==> src/rtl/score_display_pkg.sv <==
// Shared constants, state encoding and helpers for the score display block.
//   SCORE_W    : width of the binary score
//   BCD_DIGITS : number of decimal digits shown
//   SCORE_MAX  : largest displayable value; larger scores saturate to it
package score_display_pkg;

  localparam int SCORE_W    = 14;
  localparam int BCD_DIGITS = 4;
  localparam int BCD_W      = 4 * BCD_DIGITS;
  localparam int SCORE_MAX  = 9999;
  localparam int CNT_W      = 4;

  typedef enum logic [1:0] {
    IDLE  = 2'd0,
    SHIFT = 2'd1,
    DONE  = 2'd2
  } state_e;

  // Clamp a raw score to the largest value the display can show.
  function automatic logic [SCORE_W-1:0] saturate(input logic [SCORE_W-1:0] v);
    return (v > SCORE_W'(SCORE_MAX)) ? SCORE_W'(SCORE_MAX) : v;
  endfunction

endpackage

==> src/rtl/bin2bcd_step.sv <==
// One double-dabble iteration: add 3 to every BCD nibble >= 5, then shift
// {bcd, bin} left by one bit so the binary MSB enters the units digit.
// Ports:
//   bcd_i / bin_i : current BCD accumulator and remaining binary bits
//   bcd_o / bin_o : accumulator and binary after this step
module bin2bcd_step
  import score_display_pkg::*;
(
  input  logic [BCD_W-1:0]   bcd_i,
  input  logic [SCORE_W-1:0] bin_i,
  output logic [BCD_W-1:0]   bcd_o,
  output logic [SCORE_W-1:0] bin_o
);

  logic [BCD_W-1:0] adj;
  logic             unused_msb;

  for (genvar g = 0; g < BCD_DIGITS; g++) begin : g_dig
    assign adj[4*g +: 4] = (bcd_i[4*g +: 4] >= 4'd5) ? bcd_i[4*g +: 4] + 4'd3
                                                      : bcd_i[4*g +: 4];
  end

  // The top bit falls off the shift; inputs are clamped to 9999 so it is always 0.
  assign unused_msb = adj[BCD_W-1];
  assign bcd_o      = {adj[BCD_W-2:0], bin_i[SCORE_W-1]};
  assign bin_o      = {bin_i[SCORE_W-2:0], 1'b0};

endmodule

==> src/rtl/score_display.sv <==
// Sequential binary-to-BCD converter for a game score display, with a
// one-deep "latest wins" pending slot and an optional high-score tracker.
// Ports:
//   clk, reset     : clock, async active-high reset
//   score          : binary score, sampled when new_score=1
//   new_score      : strobe, score holds a new value
//   busy           : conversion in progress (SHIFT or DONE)
//   bcd_digits     : last converted score, 4 BCD digits
//   digits_valid   : one-cycle pulse when bcd_digits updates
//   hiscore_bcd    : high score in BCD (0 when the feature is off)
//   hiscore_new    : one-cycle pulse when hiscore_bcd updates
// Build option: define HIGH_SCORE_EN to enable high-score tracking.
module score_display
  import score_display_pkg::*;
(
  input  logic               clk,
  input  logic               reset,
  input  logic [SCORE_W-1:0] score,
  input  logic               new_score,
  output logic               busy,
  output logic [BCD_W-1:0]   bcd_digits,
  output logic               digits_valid,
  output logic [BCD_W-1:0]   hiscore_bcd,
  output logic               hiscore_new
);

  state_e             state_q, state_d;
  logic [CNT_W-1:0]   cnt_q, cnt_d;
  logic [SCORE_W-1:0] bin_q, bin_d;
  logic [BCD_W-1:0]   bcd_q, bcd_d;
  logic [BCD_W-1:0]   digits_q, digits_d;
  logic               dv_q, dv_d;
  logic               pend_q, pend_d;
  logic [SCORE_W-1:0] pend_val_q, pend_val_d;

  logic [BCD_W-1:0]   step_bcd;
  logic [SCORE_W-1:0] step_bin;
  logic               load;
  logic [SCORE_W-1:0] load_val;

  bin2bcd_step u_step (
    .bcd_i (bcd_q),
    .bin_i (bin_q),
    .bcd_o (step_bcd),
    .bin_o (step_bin)
  );

  always_comb begin
    state_d    = state_q;
    cnt_d      = cnt_q;
    bin_d      = bin_q;
    bcd_d      = bcd_q;
    digits_d   = digits_q;
    dv_d       = 1'b0;
    pend_d     = pend_q;
    pend_val_d = pend_val_q;
    load       = 1'b0;
    load_val   = saturate(score);
    case (state_q)
      IDLE: begin
        if (new_score) load = 1'b1;
      end
      SHIFT: begin
        bin_d = step_bin;
        bcd_d = step_bcd;
        cnt_d = cnt_q + 1'b1;
        if (cnt_q == CNT_W'(SCORE_W-1)) begin
          cnt_d   = '0;
          state_d = DONE;
        end
        if (new_score) begin
          pend_d     = 1'b1;
          pend_val_d = score;
        end
      end
      DONE: begin
        digits_d = bcd_q;
        dv_d     = 1'b1;
        // A strobe in this cycle is newer than anything pending.
        if (new_score) begin
          load = 1'b1;
        end else if (pend_q) begin
          load     = 1'b1;
          load_val = saturate(pend_val_q);
        end else begin
          state_d = IDLE;
        end
      end
      default: state_d = IDLE;
    endcase
    if (load) begin
      bin_d   = load_val;
      bcd_d   = '0;
      cnt_d   = '0;
      pend_d  = 1'b0;
      state_d = SHIFT;
    end
  end

  always_ff @(posedge clk or posedge reset) begin
    if (reset) begin
      state_q    <= IDLE;
      cnt_q      <= '0;
      bin_q      <= '0;
      bcd_q      <= '0;
      digits_q   <= '0;
      dv_q       <= 1'b0;
      pend_q     <= 1'b0;
      pend_val_q <= '0;
    end else begin
      state_q    <= state_d;
      cnt_q      <= cnt_d;
      bin_q      <= bin_d;
      bcd_q      <= bcd_d;
      digits_q   <= digits_d;
      dv_q       <= dv_d;
      pend_q     <= pend_d;
      pend_val_q <= pend_val_d;
    end
  end

  assign busy         = (state_q != IDLE);
  assign bcd_digits   = digits_q;
  assign digits_valid = dv_q;

`ifdef HIGH_SCORE_EN
  // cap_q keeps the binary value under conversion for the high-score compare.
  logic [SCORE_W-1:0] cap_q, cap_d;
  logic [SCORE_W-1:0] hi_q, hi_d;
  logic [BCD_W-1:0]   hi_bcd_q, hi_bcd_d;
  logic               hi_new_q, hi_new_d;

  always_comb begin
    cap_d    = load ? load_val : cap_q;
    hi_d     = hi_q;
    hi_bcd_d = hi_bcd_q;
    hi_new_d = 1'b0;
    if (state_q == DONE && cap_q > hi_q) begin
      hi_d     = cap_q;
      hi_bcd_d = bcd_q;
      hi_new_d = 1'b1;
    end
  end

  always_ff @(posedge clk or posedge reset) begin
    if (reset) begin
      cap_q    <= '0;
      hi_q     <= '0;
      hi_bcd_q <= '0;
      hi_new_q <= 1'b0;
    end else begin
      cap_q    <= cap_d;
      hi_q     <= hi_d;
      hi_bcd_q <= hi_bcd_d;
      hi_new_q <= hi_new_d;
    end
  end

  assign hiscore_bcd = hi_bcd_q;
  assign hiscore_new = hi_new_q;
`else
  assign hiscore_bcd = '0;
  assign hiscore_new = 1'b0;
`endif

endmodule
==> config.mk <==
export PLATFORM = sky130hd
export DESIGN_NAME = score_display
export DESIGN_NICKNAME = d
export VERILOG_FILES = /design/src/rtl/score_display_pkg.sv /design/src/rtl/bin2bcd_step.sv /design/src/rtl/score_display.sv
export SDC_FILE = /design/constraint.sdc
export NUM_CORES = 1
export LEC_CHECK = 0
export ABC_AREA = 1
export BUFFER_PORTS_ARGS = -buffer_cell sky130_fd_sc_hd__buf_4
export CORE_MARGIN = 2
export CORE_UTILIZATION = 50
export CTS_CLUSTER_SIZE = 40
export DETAILED_ROUTE_END_ITERATION = 8
export PLACE_DENSITY = 0.77
export SYNTH_ARGS = -nofsm -noshare
export SYNTH_HDL_FRONTEND = slang
export SYNTH_SLANG_ARGS = --single-unit
==> constraint.sdc <==
create_clock -name clk -period 5.65 [get_ports clk]
set_input_delay 0.8475 -clock clk [delete_from_list [all_inputs] [get_ports clk]]
set_output_delay 0.8475 -clock clk [all_outputs]
set_load 0.01 [all_outputs]
==> results of run 1 <==
-- area by class of cell --
cell class / count / area share, %
clock buffer: 10 / 3.57
multi-input combinational: 271 / 35.5
inverter: 46 / 4.48
sequential: 68 / 44.2
tap: 80 / 2.60
clock inverter: 5 / 2.60
timing repair buffer: 36 / 7.02
-- flip-flops by register name, summed over array words and instances (netlist names) --
name / cells
bcd_digits: 16
bcd_q: 16
bin_q: 14
pend_val_q: 14
cnt_q: 4
state_q: 2
digits_valid: 1
pend_q: 1
-- metal layers --
metal  vias to the layer above  part of all wire [%]  GRT usage (%)
li1                       1329                     -              -
met1                      1262                    47           24.8
met2                        66                    47           31.0
met3                         7                   4.3           6.00
met4                         0                  0.91           4.26
met5                         -                     0              0
-- cell families (layout without fill, tap and decap cells) --
group,after synthesis,after routing,synth area share [%]
fa+ha+maj,10,10,3.69
other cells,1,17,0.111
compound gates,89,89,13.9
buf+inv,77,97,11.2
flops,68,68,50.2
simple gates,146,146,18.4
mux,2,2,0.664
xor+xnor,7,7,1.81
-- synthesized netlist by cell type, types with 2 or more instances --
cell type,n
nand3_1,24
nor2_2,2
buf_2,7
mux2_1,2
nand2_2,2
inv_2,3
a22oi_1,3
o22ai_1,12
buf_4,20
nand4_1,2
or2_2,5
a21oi_1,8
o21ai_0,46
ha_1,10
nor2_1,20
xor2_1,6
clkbuf_1,3
nand2_1,88
inv_1,43
dfrtp_1,68
o21ai_1,19
-- path summary, 6_finish.rpt --
check,start,to,cells after the start
max reg2reg,state_q[1]$_DFFE_PP0P_,bin_q[11]$_DFFE_PP0P_,9
min,pend_val_q[0]$_DFFE_PP0P_,pend_val_q[0]$_DFFE_PP0P_,2
max,new_score,bin_q[11]$_DFFE_PP0P_,8
min in group asynchronous,reset,bcd_q[6]$_DFFE_PP0P_,3
max in group asynchronous,reset,cnt_q[0]$_DFFE_PP0P_,3
min reg2reg,pend_val_q[0]$_DFFE_PP0P_,pend_val_q[0]$_DFFE_PP0P_,2
-- power groups by stage --
stage | combinational (W) | sequential (W) | clock (W)
2_1_floorplan | 0.000623 | 0.000851 | 0
3_3_place_gp | 0.000819 | 0.000843 | 0
3_5_place_dp | 0.000849 | 0.000855 | 0
4_1_cts | 0.000860 | 0.000848 | 0.000485
5_1_grt | 0.000988 | 0.000875 | 0.000508
6_report | 0.000855 | 0.000847 | 0.000478
-- metrics by stage --
| step | hold slack [ns] | utilization [%] |
|---|---|---|
| floorplan | 0.443 | - |
| global placement | 0.458 | 54.1 |
| detailed placement | 0.466 | 54.1 |
| CTS | 0.482 | 57.6 |
| global route | 0.508 | 57.6 |
| finish | 0.478 | 57.6 |
-- tightest hold or removal path, delay by kind of cell (launching register included) --
| kind | cells | cell delay, ns |
|---|---|---|
| AND/OR/NAND/NOR | 2 | 0.09 |
| flip-flops | 1 | 0.35 |
==> impl_metrics.ini, run 1 <==
[status]
status = finished, final reports clean

[sta]
max_freq_mhz = 507
fin_setup_tns_ns = 0
slew_headroom_pct = 43.2
setup_viol = 0
layout_setup_ws_ns = 3.68
grt_setup_unrepaired = false
finClkSkew_ns = 0.00605
maxSlewViolCount = 0
fin_crit_ns = 1.97
max_slew.worst_pin.slew_ns = 0.852
finalCritPeriodShare_pct = 34.9
hold_violations = 0

[place]
dp.cells = 501
pre_cts_slack_ns = 3.35
dpl.hpwl_mm = 4.39
port_buffers = 34
place_area_um2 = 3610
gp_congestion = 0.830

[drt]
dr.first_iter.drc_count = 193
dr.pass1.iters = 6
drc = 0
wl_mm = 6.46
ant_nets = 0
vias = 2664
post_drt_via_cell_ratio = 5.16
wl_per_cell_um = 12.5

[cells_and_area]
layout-drive-gt1-share_pct = 15.1
final-seq-area_um2 = 1700
multi_input_area_um2 = 1370
nFillCells = 602
fin_nets = 459
final_common_cell = nand2_1
antenna_cells = 0
instances_no_fill = 516
most-common-layout-cells = 88 x nand2_1, 68 x dfrtp_1, 46 x o21ai_0
design_area_um2 = 3850
synthToLayoutAreaGrowth_pct = 13.6

[yosys]
synth_area_leaders = dfrtp_1 50%, nand2_1 9.7%, o21ai_0 6.8%
synth-edff-count = 0
syn_area_um2 = 3390
ys.flop_type = dfrtp_1
synth_top_area_share_pct = 50.2
synth_area_leader_cell = dfrtp_1
ys.warnings.count = 0
ys_seq_area_share_pct = 50.2
postSynthCellCount = 400
avgSynthCellArea_um2 = 8.48
ys_async_sr_fraction_pct = 100
synth_seq_cells = 68
ys_types = 28

[global_routing]
grt_max_degree = 69
grt-ovfl-total = 0
antenna_found_initial = 0
grtUsageTotal_pct = 19.0
grt_pass1_vias = 2472
grt_pass1_wl_mm = 11.2

[critical_path]
crit_path_cell_trace = buf_4, nand2_1, nand2_2, nor2_2, inv_2, o21ai_0, inv_1, nand2_1
crit_type = in -> reg
reg2reg_slack_ns = 3.77
crit_top_cell = nand2_1
worstPathMaxFanout = 24
endpoint_kind = register
critPathMaxStageDelay_ns = 0.39
crit_family = simple AND/OR/NAND/NOR gates
cp.required_ns = 5.93
crit_buf_inv = 3
worst_setup_path_start_kind = input pin
crit_arrival_ns = 2.25
crit_path_top_delay_cell = nor2_2

[floorplan]
die_w_um = 86.4
core_um2 = 6680
io_pins = 52
rows = 30
dieArea_um2 = 7460
fp.dieH_um = 86.4
start_util_pct = 50.7

[cts]
cts_tree = built
clock_latency_ns = 0.34
clk_pin_slew_ns = 0.07
cts_root_buffer = clkbuf_8
clock_sink_count = 68
clock_path_buffers = 2
post_cts_buffers = 0
numCtsBuffers = 9
htreeDepth = 3
holdBufCountCts = 0
cts_resized = 0

[pwr]
static-leakage-power_nw = 1.96
power_switching_share_pct = 37.6
power.density_cell_area_nw_per_um2 = 566
comb_power_share_pct = 39.2
seq_power_share_pct = 38.9
p_int_w = 0.00136
p_sw_w = 0.000820
finalPower_w = 0.00218
clkPwrFrac_pct = 21.9
ir_drop_v = 0.000258

[hold_path]
hold_path_class = reg -> reg

[job]
drv_cap = 0
No activity file was read; power rests on OpenSTA's default activity.
==> run 2, diff against run 1 <==
Settings changed: PLACE_DENSITY 0.77 to 0.79.
Clock period 5.65 ns to 1.6 ns, I/O delays scaled along.
==> run 2 against run 1 <==
Net effect: core utilization rose by 1.3 points; sequential share of layout area decreased by 0.94 points; combinational power rose to 3.7 times the previous value; critical path depth decreased by 2; first-iteration DRC count shrank 34%; total power grew to 3.5 times the previous value; final cell count rose by 1.6%; wire length grew 1.4%; critical endpoint is now bcd_q[9]$_DFFE_PP0P_; largest power group unchanged.
==> impl_metrics.ini, run 2 (same netlist as run 1, synthesis figures left out) <==
[status]
status = finished, final reports clean

[floorplan]
start_util_pct = 50.7
io_pins = 52
core_um2 = 6680
dieArea_um2 = 7460
rows = 30
fp.dieH_um = 86.4
die_w_um = 86.4

[global_routing]
grtUsageTotal_pct = 19.1
antenna_found_initial = 0
grt-ovfl-total = 0
grt_max_degree = 69
grt_pass1_vias = 2540
grt_pass1_wl_mm = 11.1

[sta]
fin_setup_tns_ns = 0
setup_viol = 0
max_freq_mhz = 670
maxSlewViolCount = 0
fin_crit_ns = 1.49
finalCritPeriodShare_pct = 93.3
hold_violations = 0
grt_setup_unrepaired = true
finClkSkew_ns = 0.00840
whs_ns = 0.133

[cells_and_area]
layout-drive-gt1-share_pct = 17.3
most-common-layout-cells = 87 x nand2_1, 68 x dfrtp_1, 46 x o21ai_0
fin_nets = 466
instances_no_fill = 524
design_area_um2 = 3940
antenna_cells = 0
nFillCells = 621
final_common_cell = nand2_1
synthToLayoutAreaGrowth_pct = 16.1
utilization_pct = 58.9

[critical_path]
endpoint_kind = register
startpoint = bcd_q[8]$_DFFE_PP0P_
path_depth = 6
cp.required_ns = 1.81
reg2reg_depth = 6
worst_setup_path_start_kind = register
crit_buf_inv = 1
r2r-end = bcd_q[9]$_DFFE_PP0P_
crit_path_cell_trace = inv_1, ha_1, or2_2, nand3_2, xor2_1, o22ai_1
crit_family = simple AND/OR/NAND/NOR gates
reg2reg_from = bcd_q[8]$_DFFE_PP0P_
crit_arrival_ns = 1.70
critPathMaxStageDelay_ns = 0.38
crit_type = reg -> reg
worstPathMaxFanout = 4
crit_path_top_delay_cell = dfrtp_1
reg2reg_slack_ns = 0.11
crit_end = bcd_q[9]$_DFFE_PP0P_

[cts]
clk_pin_slew_ns = 0.07
htreeDepth = 3
cts_root_buffer = clkbuf_8
clock_path_buffers = 2
clock_latency_ns = 0.34
numCtsBuffers = 9
cts_tree = built
clock_sink_count = 68

[drt]
drc = 0
ant_nets = 0
dr.pass1.iters = 4
dr.first_iter.drc_count = 128
post_drt_via_cell_ratio = 5.05
vias = 2644
wl_mm = 6.55
wl_per_cell_um = 12.5

[pwr]
seq_power_share_pct = 38.8
power_switching_share_pct = 38.7
p_sw_w = 0.00299
ir_drop_v = 0.000793
power.density_cell_area_nw_per_um2 = 1960
static-leakage-power_nw = 1.98
p_int_w = 0.00473
clkPwrFrac_pct = 19.8
comb_power_share_pct = 41.4

[place]
place_area_um2 = 3680
dpl.hpwl_mm = 4.56
gp_congestion = 0.829
port_buffers = 34
dp.cells = 506

[job]
drv_cap = 0

[hold_path]
hold_path_class = in -> reg
==> run 2: changes by cell type in the layout (fill, tap and decap cells not counted), moves of 2 or more <==
cell | previous run | this run
buf_4 | 36 | 39
clkinvlp_4 | 0 | 3
buf_12 | 0 | 2
inv_1 | 42 | 40
nand3_1 | 24 | 22
nand3_2 | 0 | 2
==> run 2: worst min-delay path by stage <==
stage / from / slack (ns) / endpoint / cells past startpoint
floorplan: score[13] / 0.37 / pend_val_q[13]$_DFFE_PP0P_ / 1
global placement: reset / 0.37 / bcd_digits[6]$_DFFE_PP0N_ / 3
detailed placement: reset / 0.37 / bcd_q[6]$_DFFE_PP0P_ / 3
CTS: score[8] / 0.12 / pend_val_q[8]$_DFFE_PP0P_ / 2
global route: score[8] / 0.12 / pend_val_q[8]$_DFFE_PP0P_ / 2
finish: score[8] / 0.13 / pend_val_q[8]$_DFFE_PP0P_ / 2
==> run 2: through the flow <==
stage,setup WS (ns),power [W]
final,0.108,0.00772
after detailed placement,-0.0121,0.00612
after floorplan,0.228,0.00521
after CTS,0.0685,0.00771
after global placement,0.0789,0.00596
after global routing,-0.00640,0.00839
==> run 2: layer usage <==
layer / vias up / wire, µm / track usage, %
met5: - / 0 / 0
met4: 0 / 67 / 6.68
met3: 9 / 321 / 6.76
met2: 73 / 3190 / 31.3
met1: 1221 / 2970 / 23.5
li1: 1341 / - / -
==> run 2: what timing repair did <==
item	4_1_cts	5_1_grt
pin swaps	0	0
hold endpoints to repair	32	0
resized for setup	1	6
setup buffers	0	1
hold buffers	1	0
cloned	0	0
setup endpoints to repair	8	9
==> run 2: final cells by class <==
| cell class | count | area [µm²] | area share, % |
|---|---|---|---|
| Clock buffer | 10 | 128 | 3.24 |
| Clock inverter | 6 | 88.8 | 2.26 |
| Inverter | 46 | 176 | 4.48 |
| Multi-Input combinational cell | 271 | 1390 | 35.2 |
| Sequential cell | 68 | 1700 | 43.2 |
| Tap cell | 80 | 100 | 2.54 |
| Timing Repair Buffer | 43 | 354 | 9.00 |
==> run 2: power by group through the flow <==
stage / Sequential, W / Combinational (W) / Clock (W)
global route: 0.00309 / 0.00366 / 0.00164
CTS: 0.00299 / 0.00314 / 0.00158
global placement: 0.00298 / 0.00298 / 0
floorplan: 0.00301 / 0.00220 / 0
detailed placement: 0.00302 / 0.00310 / 0
finish: 0.00299 / 0.00319 / 0.00153
==> run 2: worst reg2reg max path: cells and delay by family (launching register included) <==
| kind | cells | cell delay, ns |
|---|---|---|
| XOR/XNOR | 1 | 0.15 |
| AO/OA/AOI/OAI | 1 | 0.08 |
| AND/OR/NAND/NOR | 2 | 0.43 |
| flip-flops | 1 | 0.38 |
| adder cells (fa/ha/maj) | 1 | 0.22 |
| buffers and inverters | 1 | 0.10 |
==> run 3, diff against run 2 <==
Settings changed: CORE_MARGIN 2 to unset.
==> run 3 against run 2 <==
Net effect: the run now ends with design-rule violations left; register-to-register slack lost 0.02 ns; critical path depth grew 2; core utilization increased by 3.4 points; via count is 4.0% higher; clock power up 23%; non-clock buffer count increased by 4; sequential share of layout area is 0.95 points lower; clock-buffer cell count is the same; final cell count increased by 0.19%; worst hold slack better by 0.0038 ns; total power rose by 5.3%.
==> impl_metrics.ini, run 3 (same netlist as run 1, synthesis figures left out) <==
[pwr]
static-leakage-power_nw = 2.02
power.density_cell_area_nw_per_um2 = 2020
finalPower_w = 0.00813
ir_drop_v = 0.000759

[place]
dpl.hpwl_mm = 4.71
gp_congestion = 0.881
port_buffers = 34

[floorplan]
core_um2 = 6460
io_pins = 52
rows = 29
die_w_um = 84.4
start_util_pct = 52.5
dieArea_um2 = 7110
fp.dieH_um = 84.4

[cells_and_area]
synthToLayoutAreaGrowth_pct = 18.7
most-common-layout-cells = 87 x nand2_1, 68 x dfrtp_1, 45 x o21ai_0
final_common_cell = nand2_1
utilization_pct = 62.3
fin_nets = 470
antenna_cells = 0
layout-drive-gt1-share_pct = 18.8

[sta]
maxSlewViolCount = 0
max_freq_mhz = 662
fin_setup_tns_ns = 0
setup_viol = 0
fin_crit_ns = 1.51
hold_violations = 0
whs_ns = 0.137
finalCritPeriodShare_pct = 94.4
grt_setup_unrepaired = true
finClkSkew_ns = 0.00514

[drt]
dr.pass1.iters = 6
dr.first_iter.drc_count = 148
wl_per_cell_um = 12.7
wl_mm = 6.68
drc = 10
post_drt_via_cell_ratio = 5.24
ant_nets = 0
vias = 2750

[critical_path]
crit_type = reg -> reg
reg2reg_slack_ns = 0.09
crit_path_cell_trace = inv_1, nor2_4, nand2_1, nand2_2, nor2_2, inv_2, buf_12, o22ai_1
worst_setup_path_start_kind = register
crit_family = buffers and inverters
cp.required_ns = 1.86
critPathMaxStageDelay_ns = 0.39
crit_arrival_ns = 1.77
crit_path_top_delay_cell = dfrtp_1
crit_buf_inv = 3
endpoint_kind = register
worstPathMaxFanout = 14

[cts]
cts_tree = built
htreeDepth = 3
clock_sink_count = 68
numCtsBuffers = 9
clk_pin_slew_ns = 0.07
cts_root_buffer = clkbuf_8
clock_path_buffers = 2
clock_latency_ns = 0.34

[global_routing]
grt_pass1_vias = 2635
grt_max_degree = 55
grt_pass1_wl_mm = 11.8
grtUsageTotal_pct = 21.1
antenna_found_initial = 0
grt-ovfl-total = 0

[status]
violations = design-rule violations
status = complete, but fails checks

[job]
drv_cap = 0

[hold_path]
hold_path_class = in -> reg
[run 3: cell count changes in the layout (fill, tap and decap cells not counted), sizes merged]
cell and delta:
buf +4, bufinv +2, clkinv -2, clkinvlp +1, inv -1
[run 3: layer usage]
| metal | routed length, µm | share of wire (%) | global-route usage, % |
|---|---|---|---|
| met5 | 0 | 0 | 0 |
| met4 | 106 | 1.6 | 8.01 |
| met3 | 359 | 5.4 | 5.90 |
| met2 | 3140 | 47 | 35.0 |
| met1 | 3070 | 46 | 26.3 |
[run 3: metrics by stage]
step	worst slack, ns	cell area (µm²)	cells
after floorplan	0.228	3450	416
after global placement	0.148	3700	506
after detailed placement	0.103	3700	506
after CTS	0.0852	3980	523
after global routing	-0.0641	4020	525
final	0.0902	4020	525
[run 3: final timing paths]
path,from,end,depth (start not counted)
setup / recovery,state_q[1]$_DFFE_PP0P_,bcd_q[2]$_DFFE_PP0P_,8
hold / removal,score[8],pend_val_q[8]$_DFFE_PP0P_,2
setup reg to reg,state_q[1]$_DFFE_PP0P_,bcd_q[2]$_DFFE_PP0P_,8
hold reg to reg,bcd_digits[9]$_DFFE_PP0N_,bcd_digits[9]$_DFFE_PP0N_,2
max in group asynchronous,reset,bcd_digits[3]$_DFFE_PP0N_,4
min in group asynchronous,reset,digits_valid$_DFF_PP0_,3
[run 3: power by group]
group	switching (W)	total [W]	internal, W
combinational	0.00188	0.00325	0.00136
sequential	0.000480	0.00300	0.00252
clock	0.000649	0.00188	0.00123
[run 3: area by class of cell]
| type | count | area, µm² |
|---|---|---|
| clock inverter | 6 | 135 |
| sequential | 68 | 1700 |
| tap | 77 | 96.3 |
| clock buffer | 10 | 138 |
| inverter | 46 | 180 |
| fill | 530 | 2430 |
| timing repair buffer | 47 | 384 |
| multi-input combinational | 271 | 1390 |
[run 3: timing repair]
| action | 4_1_cts | 5_1_grt |
|---|---|---|
| hold buffers | 1 | 0 |
| resized for setup | 0 | 9 |
| endpoints found under the hold margin | 14 | 0 |
| setup buffers | 0 | 2 |
| endpoints found under the setup margin | 0 | 14 |
